**src/rtl/pam_demod_pilot.sv**
```systemverilog
// pam_demod_pilot: pilot-trained PAM-4 slicer with symbol packing and a small output byte FIFO
module pam_demod_pilot #(
  parameter int AD_CVER_WIDTH = 12,
  parameter int LENGTH_DATA   = 1024,
  parameter int NUM_PILOT     = 4,
  parameter int FIFO_DEPTH    = 4
) (
  input  logic                     clk,
  input  logic                     arst_n,
  input  logic                     syn_demodu_valid,
  input  logic [AD_CVER_WIDTH-1:0] syn_demodu_data,
  output logic                     syn_demodu_ready,
  output logic                     demod_valid,
  output logic [7:0]               demod_data,
  input  logic                     demod_ready,
  output logic                     frame_done,
  output logic                     frame_err,
  output logic                     overflow
);
  localparam int W  = AD_CVER_WIDTH;
  localparam int DW = $clog2(LENGTH_DATA);
  localparam int AW = $clog2(FIFO_DEPTH);
  typedef enum logic [1:0] {IDLE, PILOT, DATA, DRAIN} state_t;
  state_t         state;
  logic [W-1:0]   p [NUM_PILOT];
  logic [1:0]     pcnt;
  logic [DW-1:0]  dcnt;
  logic [1:0]     scnt;
  logic [5:0]     sr;
  logic [W-1:0]   t01, t12, t23;
  logic           push;
  logic [7:0]     pbyte;
  logic [7:0]     mem [FIFO_DEPTH];
  logic [AW-1:0]  wp, rp;
  logic [AW:0]    cnt;
  logic [1:0]     sym;
  logic           ord_ok, pop, full, wr;

  // midpoint of two levels, truncated, without losing the carry
  function automatic logic [W-1:0] mid(input logic [W-1:0] a, input logic [W-1:0] b);
    logic [W:0] s;
    s = {1'b0, a} + {1'b0, b};
    return s[W:1];
  endfunction

  // slicer decision, pilot ordering test and FIFO handshake terms; ties fall to the lower symbol
  always_comb begin
    sym    = (syn_demodu_data > t23) ? 2'd3 :
             (syn_demodu_data > t12) ? 2'd2 :
             (syn_demodu_data > t01) ? 2'd1 : 2'd0;
    ord_ok = (p[0] < p[1]) && (p[1] < p[2]) && (p[2] < syn_demodu_data);
    full   = cnt == (AW+1)'(FIFO_DEPTH);
    pop    = demod_valid & demod_ready;
    wr     = push & (~full | pop);
  end

  assign demod_valid = cnt != '0;
  assign demod_data  = demod_valid ? mem[rp] : 8'h00;

  // frame FSM: pilot capture, threshold latch, slicing/packing and status pulses
  always_ff @(posedge clk or negedge arst_n) begin
    if (!arst_n) begin
      state            <= IDLE;
      pcnt             <= '0;
      dcnt             <= '0;
      scnt             <= '0;
      sr               <= '0;
      t01              <= '0;
      t12              <= '0;
      t23              <= '0;
      push             <= 1'b0;
      pbyte            <= '0;
      frame_done       <= 1'b0;
      frame_err        <= 1'b0;
      syn_demodu_ready <= 1'b0;
      for (int i = 0; i < NUM_PILOT; i++) p[i] <= '0;
    end else begin
      syn_demodu_ready <= 1'b1;
      frame_done       <= 1'b0;
      frame_err        <= 1'b0;
      push             <= 1'b0;
      case (state)
        IDLE: if (syn_demodu_valid) begin
          p[0]  <= syn_demodu_data;
          pcnt  <= 2'd1;
          state <= PILOT;
        end
        PILOT: if (!syn_demodu_valid) begin
          frame_err <= 1'b1;
          state     <= IDLE;
        end else begin
          p[pcnt] <= syn_demodu_data;
          pcnt    <= pcnt + 1'b1;
          if (pcnt == 2'(NUM_PILOT-1)) begin
            if (ord_ok) begin
              t01   <= mid(p[0], p[1]);
              t12   <= mid(p[1], p[2]);
              t23   <= mid(p[2], syn_demodu_data);
              dcnt  <= '0;
              scnt  <= '0;
              state <= DATA;
            end else begin
              frame_err <= 1'b1;
              state     <= DRAIN;
            end
          end
        end
        DATA: if (!syn_demodu_valid) begin
          frame_err <= 1'b1;
          state     <= IDLE;
        end else begin
          sr   <= {sr[3:0], sym};
          scnt <= scnt + 1'b1;
          dcnt <= dcnt + 1'b1;
          if (scnt == 2'd3) begin
            push  <= 1'b1;
            pbyte <= {sr, sym};
          end
          if (dcnt == DW'(LENGTH_DATA-1)) begin
            frame_done <= 1'b1;
            state      <= DRAIN;
          end
        end
        DRAIN: if (!syn_demodu_valid) state <= IDLE;
        default: state <= IDLE;
      endcase
    end
  end

  // FIFO pointers, occupancy and sticky overflow; a pop frees the slot for a same-cycle push
  always_ff @(posedge clk or negedge arst_n) begin
    if (!arst_n) begin
      wp       <= '0;
      rp       <= '0;
      cnt      <= '0;
      overflow <= 1'b0;
    end else begin
      if (wr) wp <= wp + 1'b1;
      if (pop) rp <= rp + 1'b1;
      if (push & full & ~pop) overflow <= 1'b1;
      cnt <= cnt + (AW+1)'(wr) - (AW+1)'(pop);
    end
  end

  // FIFO storage, no reset needed since the head is masked while empty
  always_ff @(posedge clk) begin
    if (wr) mem[wp] <= pbyte;
  end
endmodule

```
**config.mk**
```make
export PLATFORM = sky130hd
export DESIGN_NAME = pam_demod_pilot
export DESIGN_NICKNAME = d
export VERILOG_FILES = /design/src/rtl/pam_demod_pilot.sv
export SDC_FILE = /design/constraint.sdc
export NUM_CORES = 1
export LEC_CHECK = 0
export ABC_AREA = 1
export CELL_PAD_IN_SITES_DETAIL_PLACEMENT = 0
export CELL_PAD_IN_SITES_GLOBAL_PLACEMENT = 1
export CORE_AREA = 2 2 146 148
export DETAILED_ROUTE_END_ITERATION = 12
export DIE_AREA = 0 0 148 150
export GPL_ROUTABILITY_DRIVEN = 1
export PLACE_DENSITY_LB_ADDON = 0.1
export SLEW_MARGIN = 20
export SYNTH_ARGS = -nofsm -noshare
export SYNTH_HDL_FRONTEND = slang
export SYNTH_SLANG_ARGS = --single-unit
export TNS_END_PERCENT = 30
```
**constraint.sdc**
```tcl
create_clock -name clk -period 3.2 [get_ports clk]
set_clock_uncertainty 0.05 [all_clocks]
set_input_delay 0.96 -clock clk [delete_from_list [all_inputs] [get_ports clk]]
set_output_delay 0.96 -clock clk [all_outputs]
set_load 0.005 [all_outputs]
```
# == Word level (Yosys, flattened, before mapping) ==
# Memory sizes are Yosys's and may differ from the RTL's.
# Cells that the tools add are included.
# totals
input_bits,16
mem_bits_rw,32
register_bits,126
word_cells,120
n_memories,1
output_inout_bits,13
# classes
n_lt_le_gt_ge,8
bitwise,8
eq_ne,15
n_addsub,10
muxes,43
n_reduce_logical,14
# mem_list
name,depth,word_bits,rd,rd_ports_with_merged_regs,wr,line,source
mem,4,8,1,0,1,33,logic [7:0] mem [FIFO_DEPTH];
# op_table
op,n
$bwmux 48,1
$mux 48,1
$mux 10,4
$add 12x12->13,3
$gt 12x12->1,3
$lt 12x12->1,3
$mux 2,13
$demux 12 s2,1
$mux 12,2
$pmux 12 s2,1
$pmux 10 s2,1
$mux 1,14
$ne 2x2->1 const B,6
$add 10x1->10 const B,1
$eq 10x10->1 const B,1
$add 2x1->2 const B,4
$eq 2x2->1 const B,4
$mux 8,1
$pmux 2 s2,2
$pmux 2 s4,1
$reduce_and 4->1,2
$ne 3x3->1 const B,2
$reduce_and 3->1,2
$reduce_and 5->1,1
other kinds (16),24

# == Logic depth before layout (Yosys ltp) ==
# Gate-level depths: netlist (run 1).
# depth
depth_word,8
ltp_mapped,16
mapped_depth_nobuf,14

# == Least setup slack after synthesis (run 1) ==
# No wires, ideal clock.
# synth_timing
kind,input-to-reg
from,input port syn_demodu_data[5]
to,register t12[9]
required_ns,3.019
t_arrival_ns,2.360
setup_slack_ns,0.659
path_buffers,3
cell_stages,15
setup_time_ns,0.131
path_cell_list,inv_1 ha_1 buf_2 nand2_1 nand2_1 nand2_1 nand2_1 nand2_1 nand2_1 a21oi_2 nand3_2 buf_6 buf_6 nand2_1 o21ai_0
# synth_via
elab_chain_cells,3
# synth_rtl
item,line,source
start: declaration,11,"input logic [AD_CVER_WIDTH-1:0] syn_demodu_data,"
$lt 12x12->1,51,ord_ok = (p[0] < p[1]) && (p[1] < p[2]) && (p[2] < syn_demodu_data);
$logic_and 1x1->1,51,
$reduce_and 4->1 (no line),-,
end signal: assignment,97,"t12 <= mid(p[1], p[2]);"
end: declaration,30,"logic [W-1:0] t01, t12, t23;"
# Every way passes these cells.
# A chain may end at the register's enable or synchronous reset.

# == Worst setup path after layout (run 1) ==
# layout_timing
from,register rp[0]
to,output port demod_data[6]
# layout_via
elab_chain_cells,2
# layout_rtl
item,line,source
start: declaration,34,"logic [AW-1:0] wp, rp;"
start signal: assignment,139,if (pop) rp <= rp + 1'b1;
$mem_v2 4x8,-,
$mux 8,58,assign demod_data = demod_valid ? mem[rp] : 8'h00;
end: declaration,14,"output logic [7:0] demod_data,"
# Every way passes these cells.

==> results_dict.tcl, run 1 <==
set metrics [dict create \
    htree_levels 4 \
    drtPass1Iterations 5 \
    vias 7465 \
    rows 53 \
    wl_per_cell_um 14.1 \
    slew_headroom_pct 56.8 \
    status "complete, no violations" \
    wirelength_um 22200 \
    p_comb_share_pct 50.9 \
    cp.required_ns 2.19 \
    fp.dieH_um 150 \
    drtAntennaViolNets 0 \
    syn2layout_area_growth_pct 17.5 \
    cts_hold_buf 0 \
    finalHoldViolCount 0 \
    worst_pin_slew_ns 0.648 \
    crit_path_end_kind "output pin" \
    async_flop_share_pct 78.1 \
    postSynthCellCount 1189 \
    holdWs_ns 0.422 \
    grt_pass1_vias 7130 \
    p_clk_share_pct 19.9 \
    grt_max_degree 49 \
    drv_cap 0 \
    viasPerCell 4.75 \
    regToRegEndpoint "t12[10]$_DFFE_PN0P_" \
    cts.clk_slew.worst_paths_ns 0.06 \
    crit_fanout 10 \
    synth_top_area_cell "dfrtp_1" \
    routed-wl-met3_um 525 \
    root_buffer "clkbuf_16" \
    vdd_drop_max_mv 0.391 \
    synth_edf_count 32 \
    clk_latency_ns 0.43 \
    port_buffers 28 \
    finalSetupViolCount 0 \
    critPathKind "reg2out" \
    first_iter_violations 309 \
    yosysWarningCount 0 \
    clock_sinks 146 \
    met1_length_um 11600 \
    slew_violations 0 \
    fin_nets 1423 \
    hold_class "reg2reg" \
    diodes 0 \
    netSwitchingFraction_pct 43.5 \
    netlist_area_um2 9490 \
    worstReg2RegStart "p[13]$_DFFE_PN0P_" \
    nFillCells 2057 \
    gp_congestion 0.838 \
    intPower_mw 5.54 \
    fin_crit_sh_pct 93.6 \
    seqCellArea_um2 3810 \
    power_frac_seq_pct 29.2 \
    ys.flop_type "dfrtp_1" \
    drive_gt1_share_pct 9.24 \
    multi_input_area_um2 4720 \
    io_pins 29 \
    avgSynthCellArea_um2 7.98 \
    core_area_um2 20700 \
    fin_tns_setup_ns 0 \
    dp_hpwl_um 16900 \
    cts_buffer_depth 2 \
    min_to "overflow$_DFFE_PN0P_" \
    max_clock_freq_mhz 334 \
    antenna_found_initial 0 \
    syn_nets 1327 \
    met2_length_um 9880 \
    cp-start-kind "register" \
    rsz0062_at_grt "false" \
    ff2ff_path_depth 13 \
    grt.overflow.total 0 \
    cts_tree "built" \
    r2r_slack_ns 0.64 \
    fin_ws_ns 0.204 \
    p_per_area_nw_per_um2 879 \
    seq_area_frac_synth_pct 40.2 \
    p_leak_nw 5.71 \
    synth_top_cell_area_share_pct 30.1 \
    p_sw_mw 4.26 \
    numCtsBuffers 17 \
    synth_seq_cells 146 \
    die-width_um 148 \
    synth_area_leaders "dfrtp_1, ha_1, nand2_1" \
    start_util_pct 45.9 \
    drc_errors 0 \
    grt_first_pass_wirelength_um 36900 \
    dieArea_um2 22200 \
    top_layer "met4" \
    hold_depth 1 \
    min_from "overflow$_DFFE_PN0P_" \
    synth_cell_types 36 \
    grtUsageTotal_pct 21.3 \
    period_needed_ns 3.00 \
    dp_slack_ns -0.0905 \
    arrival_ns 1.99 \
]
worst max path at each step:
stage                                   start            endpoint  slack [ns]  cells past startpoint
after CTS                   rp[0]$_DFFE_PN0P_       demod_data[6]        0.08                      6
after global routing        rp[0]$_DFFE_PN0P_       demod_data[6]        0.03                      6
after detailed placement  syn_demodu_data[10]   sr[0]$_DFFE_PN0P_       -0.09                     11
after global placement    syn_demodu_data[10]   sr[0]$_DFFE_PN0P_       0.002                     11
after floorplan            syn_demodu_data[5]  t12[9]$_DFFE_PN0P_        0.66                     15
final                       rp[0]$_DFFE_PN0P_       demod_data[6]        0.20                      6
critical path, cell delays in order, from the launching register on:
cell and delay (ns):
dfrtp_2 0.48, buf_6 0.17, nor2_1 0.05, nor2_1 0.06, o21ai_0 0.08, a21oi_1 0.19, clkdlybuf4s50_1 0.53
cells by family after synthesis:
| family | synth area share [%] |
|---|---|
| flip-flops | 40.2 |
| buffers and inverters | 10.1 |
| adder cells (fa/ha/maj) | 16.4 |
| AO/OA/AOI/OAI | 11.7 |
| XOR/XNOR | 2.86 |
| other | 0.0395 |
| AND/OR/NAND/NOR | 18.7 |
layer usage:
layer	vias to the layer above	global-route usage [%]
met1	3399	30.5
met5	-	0
met2	70	34.0
met4	0	4.52
met3	19	3.66
li1	3977	-
power by group through the flow:
stage	clock network, mW	registers, mW	logic (mW)
2_1_floorplan	0	2.74	3.49
4_1_cts	2.00	2.87	4.98
6_report	1.95	2.86	4.98
3_5_place_dp	0	2.89	4.94
5_1_grt	2.09	2.94	5.77
3_3_place_gp	0	2.89	4.90
cells in the mapped netlist (all sizes together), types with 12 or more instances:
master / n
a21oi: 63
buf: 12
clkbuf: 13
dfrtp: 114
edfxtp: 32
ha: 118
inv: 212
nand2: 290
nand3: 33
nor2: 85
o21ai: 123
xor2: 26
per-stage QoR:
stage | utilization [%] | std cells | power, mW | cell area [µm²]
global placement | 51.0 | 1538 | 7.79 | 10500
floorplan | - | 1189 | 6.23 | 9490
finish | 53.9 | 1573 | 9.80 | 11200
detailed placement | 51.0 | 1538 | 7.82 | 10500
CTS | 53.8 | 1570 | 9.84 | 11100
global route | 53.9 | 1573 | 10.8 | 11200
registers in the layout (all words and copies together) (netlist names):
register	cells
state	2
rp	2
wp	2
sr	6
frame_err	1
dcnt	10
push	1
syn_demodu_ready	1
overflow	1
t12	12
t23	12
frame_done	1
mem	32
cnt	3
pcnt	2
p	36
t01	12
pbyte	8
scnt	2
final cells by class:
cell class              instances  share of cell area, %
well taps                     275                   3.09
repair buffers                102                   7.95
clock buffers                  18                   3.85
inverters                     214                   7.27
clock inverters                14                   1.30
multi-input cells             804                   42.3
flip-flops and latches        146                   34.2
cell usage in the layout, fill, tap and decap left out, types with 5 or more instances in the layout:
cell type          n
edfxtp_1          32
o21ai_1           25
clkdlybuf4s50_1   27
clkinvlp_4         5
buf_4             70
xnor2_1            5
dfrtp_1          113
nor3_1            10
o21ai_0           98
nand3_1           32
o31ai_1           10
xor2_1            26
nor2_1            84
nand2_1          288
ha_1             118
nand4_1           10
a21oi_1           62
o21a_1             5
inv_1            209
inv_6              5
clkbuf_16         17
repair_timing:
item	4_1_cts	5_1_grt
cloned	0	0
endpoints found under the setup margin	3	2
endpoints found under the hold margin	0	0
buffers inserted	0	3
gates resized for setup	2	2
(Power assumes the default switching activity.)
==> run 2, diff against run 1 <==
Settings changed: CELL_PAD_IN_SITES_DETAIL_PLACEMENT 0 to 1.
==> results_dict.tcl, run 2 (synthesis results as in run 1) <==
set metrics [dict create \
    status "complete, no violations" \
    cts_hold_buf 0 \
    syn2layout_area_growth_pct 17.2 \
    drv_cap 0 \
    grt_pass1_vias 8275 \
    dp_hpwl_um 19600 \
    cp.required_ns 2.19 \
    grt_max_degree 49 \
    rows 53 \
    slew_violations 0 \
    viasPerCell 5.05 \
    finalHoldViolCount 0 \
    total_power_mw 10.0 \
    diodes 0 \
    clk_latency_ns 0.43 \
    cts_buffer_depth 2 \
    period_needed_ns 3.04 \
    dp_slack_ns -0.0355 \
    grtUsageTotal_pct 24.4 \
    first_iter_violations 304 \
    drive_gt1_share_pct 9.18 \
    finalSetupViolCount 0 \
    fin_tns_setup_ns 0 \
    clock_sinks 146 \
    fin_nets 1422 \
    hold_class "reg2reg" \
    worst_pin_slew_ns 0.638 \
    drtAntennaViolNets 0 \
    port_buffers 28 \
    slew_headroom_pct 57.5 \
    cts_tree "built" \
    max_clock_freq_mhz 329 \
    final_common_cell "nand2_1" \
    htree_levels 4 \
    die-width_um 148 \
    fin_crit_sh_pct 95.0 \
    start_util_pct 45.9 \
    vdd_drop_max_mv 0.393 \
    wirelength_um 25700 \
    crit_path_end_kind "output pin" \
    largest_registers "p (36), mem (32)" \
    crit_fanout 9 \
    largest_register "p" \
    wl_per_cell_um 16.4 \
    antenna_found_initial 0 \
    fin_ws_ns 0.159 \
    final_util_pct 53.7 \
    critPathMaxStageDelay_ns 0.53 \
    fp.dieH_um 150 \
    slowest_stage "clkdlybuf4s50_1" \
    io_pins 29 \
    root_buffer "clkbuf_16" \
    p_per_area_nw_per_um2 899 \
    core_area_um2 20700 \
    gp_congestion 0.838 \
    critPathKind "reg2out" \
    rsz0062_at_grt "false" \
    cp-start-kind "register" \
    vias 7937 \
    drc_errors 0 \
    grt.overflow.total 0 \
    numCtsBuffers 17 \
    r2r_slack_ns 0.58 \
    largest_reg_flops 36 \
    p_leak_nw 5.69 \
    grt_first_pass_wirelength_um 42600 \
    cts.clk_slew.worst_paths_ns 0.07 \
    mostFrequentLayoutCells "nand2_1, inv_1, ha_1" \
    drtPass1Iterations 4 \
    dieArea_um2 22200 \
    arrival_ns 2.03 \
    path_cells "clkinvlp_4 > nor2_1 > o21ai_0 > a21oi_1 > clkdlybuf4s50_1" \
]
[run 2: where the power goes]
| group | switching [mW] | internal [mW] | leakage (nW) |
|---|---|---|---|
| clock | 0.891 | 1.02 | 0.258 |
| sequential | 0.465 | 2.41 | 1.66 |
| combinational | 3.18 | 2.04 | 3.77 |
| total | 4.53 | 5.47 | 5.69 |
[run 2: what timing repair did]
action,in CTS,in global routing
resized for setup,2,2
setup buffers,0,2
endpoints found under the setup margin,5,3
[run 2: through the flow]
stage	instance area (µm²)	hold slack, ns	cells
floorplan	9490	0.392	1189
global placement	10500	0.415	1538
detailed placement	10500	0.420	1538
CTS	11100	0.438	1570
global route	11100	0.462	1572
finish	11100	0.434	1572
[run 2: area by class of cell]
class	count	area, µm²
timing repair buffer	101	877
inverter	214	811
sequential	146	3810
clock inverter	14	123
tap	275	344
fill	2575	9570
clock buffer	18	429
multi-input combinational	804	4720
[run 2: per-layer routing]
metal	vias up	routed length, µm	part of all wire (%)	GRT usage (%)
met5	-	0	0	0
met4	0	320	1.2	5.52
met3	18	590	2.3	3.45
met2	87	12400	48	42.2
met1	3858	12400	48	32.6
li1	3974	-	-	-
[run 2: path summary, 6_finish.rpt]
check | start | depth (start not counted) | end
max | rp[1]$_DFFE_PN0P_ | 5 | demod_data[1]
min | overflow$_DFFE_PN0P_ | 1 | overflow$_DFFE_PN0P_
min reg2reg | overflow$_DFFE_PN0P_ | 1 | overflow$_DFFE_PN0P_
max in group asynchronous | arst_n | 2 | t01[9]$_DFFE_PN0P_
max reg2reg | p[13]$_DFFE_PN0P_ | 13 | t12[8]$_DFFE_PN0P_
min in group asynchronous | arst_n | 1 | t23[0]$_DFFE_PN0P_
[run 2: worst max-delay path, delay by kind of cell, from the launching register on]
kind / cells / cell delay (ns)
AOI/OAI and AO/OA: 2 / 0.29
buffers and inverters: 2 / 0.75
and+or+nand+nor: 1 / 0.17
DFF: 1 / 0.39
==> run 3, diff against run 2 <==
Clock period 3.2 ns to 3.3 ns, I/O delays scaled along.
==> results_dict.tcl, run 3 (synthesis results as in run 1) <==
set metrics [dict create \
    crit_path_end_kind "output pin" \
    arrival_ns 2.09 \
    wirelength_um 26000 \
    p_comb_share_pct 51.0 \
    p_clk_share_pct 20.0 \
    worstReg2RegStart "p[13]$_DFFE_PN0P_" \
    root_buffer "clkbuf_16" \
    dp_hpwl_um 19300 \
    p_leak_nw 5.66 \
    drc_errors 0 \
    dieArea_um2 22200 \
    drv_cap 0 \
    p_sw_mw 4.39 \
    start_util_pct 45.9 \
    period_needed_ns 3.13 \
    critPathMaxStageDelay_ns 0.53 \
    first_iter_violations 254 \
    grt.overflow.total 0 \
    core_area_um2 20700 \
    path_cells "buf_4 > nor2_1 > nor2_1 > o21ai_0 > a21oi_1 > clkdlybuf4s50_1" \
    final_common_cell "nand2_1" \
    intPower_mw 5.33 \
    largest_registers "p (36), mem (32)" \
    grt_first_pass_wirelength_um 43000 \
    power_frac_seq_pct 28.9 \
    nFillCells 2589 \
    crit_fanout 18 \
    viasPerCell 5.01 \
    cts_buffer_depth 2 \
    grt_max_degree 49 \
    clock_sinks 146 \
    min_from "sr[5]$_DFFE_PN0P_" \
    io_pins 29 \
    largest_reg_flops 36 \
    drive_gt1_share_pct 8.54 \
    syn2layout_area_growth_pct 16.5 \
    port_buffers 28 \
    antenna_found_initial 1 \
    crit_path_frequent_cell "nor2_1" \
    grt_pass1_vias 8232 \
    cp-start-kind "register" \
    slowest_stage "clkdlybuf4s50_1" \
    p_per_area_nw_per_um2 879 \
    clk_latency_ns 0.44 \
    slew_violations 0 \
    cts.clk_slew.worst_paths_ns 0.07 \
    gp_congestion 0.857 \
    cts_tree "built" \
    hold_class "reg2reg" \
    status "complete, no violations" \
    cp.required_ns 2.26 \
    largest_register "p" \
    fin_crit_sh_pct 94.9 \
    postCtsSetupBuffers 0 \
    mostFrequentLayoutCells "nand2_1, inv_1, ha_1" \
    die-width_um 148 \
    rows 53 \
    total_power_mw 9.72 \
    cp-startpoint "rp[0]$_DFFE_PN0P_" \
    slew_headroom_pct 57.2 \
    htree_levels 4 \
    vdd_drop_max_mv 0.370 \
    drtAntennaViolNets 0 \
    numCtsBuffers 17 \
    grtUsageTotal_pct 24.9 \
    fp.dieH_um 150 \
    critPathKind "reg2out" \
    dp_slack_ns -0.0449 \
    wl_per_cell_um 16.6 \
    vias 7842 \
    fin_ws_ns 0.168 \
    max_clock_freq_mhz 319 \
    worst_pin_slew_ns 0.643 \
    finalHoldViolCount 0 \
    netSwitchingFraction_pct 45.1 \
    rsz0062_at_grt "false" \
    finalSetupViolCount 0 \
    drtPass1Iterations 4 \
    fin_nets 1413 \
]
==> run 3: changes by cell type in the layout (fill, tap and decap cells not counted) <==
cell        delta
bufinv_16      +1
inv_4          +1
buf_6          -1
inv_6          -2
diode_2        +1
clkinv_4       +2
buf_4          -5
clkinvlp_4     -3
clkbuf_2       -1
inv_8          +1
buf_12         -2
==> run 3: stage by stage <==
stage | util, % | setup TNS, ns | cells | hold WS [ns] | area [µm²]
after global placement | 50.6 | -0.00968 | 1531 | 0.409 | 10500
after floorplan | - | 0 | 1189 | 0.392 | 9490
after global routing | 53.4 | 0 | 1563 | 0.464 | 11100
after detailed placement | 50.6 | -0.264 | 1531 | 0.414 | 10500
after CTS | 53.4 | 0 | 1563 | 0.437 | 11000
final | 53.4 | 0 | 1564 | 0.429 | 11100
==> run 3: repair_timing <==
item	4_1_cts	5_1_grt
endpoints found under the setup margin	8	2
hold buffers	0	0
gates resized for setup	2	2
==> run 3: path summary, 6_finish.rpt <==
path | end | slack (ns) | cells past startpoint
max | demod_data[6] | 0.17 | 6
min | pbyte[7]$_DFFE_PN0P_ | 0.43 | 2
max reg2reg | t12[10]$_DFFE_PN0P_ | 0.76 | 13
min reg2reg | pbyte[7]$_DFFE_PN0P_ | 0.43 | 2
max in group asynchronous | dcnt[9]$_DFFE_PN0P_ | 1.90 | 2
min in group asynchronous | p[13]$_DFFE_PN0P_ | 0.52 | 1
==> run 3: worst max-delay path: cells and delay by family, from the launching register on <==
kind / cells / cell delay [ns]
buffers and inverters: 2 / 0.79
AND/OR/NAND/NOR: 2 / 0.15
flip-flops: 1 / 0.40
AO/OA/AOI/OAI: 2 / 0.31
==> run 3: routing by layer <==
layer  global-route usage, %  share of wire (%)
met5                       0                  0
met3                    3.81                2.3
met4                    6.05                1.2
met1                    33.0                 48
met2                    42.8                 48
==> run 3: power groups by stage <==
stage / clock network, mW / logic (mW) / registers, mW
global placement: 0 / 4.73 / 2.81
detailed placement: 0 / 4.90 / 2.83
CTS: 1.99 / 5.00 / 2.81
floorplan: 0 / 3.38 / 2.65
global route: 2.06 / 5.70 / 2.88
finish: 1.95 / 4.96 / 2.81
==> run 3: cell type report <==
type	instances	area, µm²	share of cell area [%]
Timing Repair Buffer	92	783	7.09
Sequential cell	146	3810	34.5
Inverter	214	810	7.32
Tap cell	275	344	3.11
Clock buffer	18	429	3.88
Multi-Input combinational cell	804	4720	42.7
Antenna cell	1	2.50	0.0226
Clock inverter	14	149	1.35
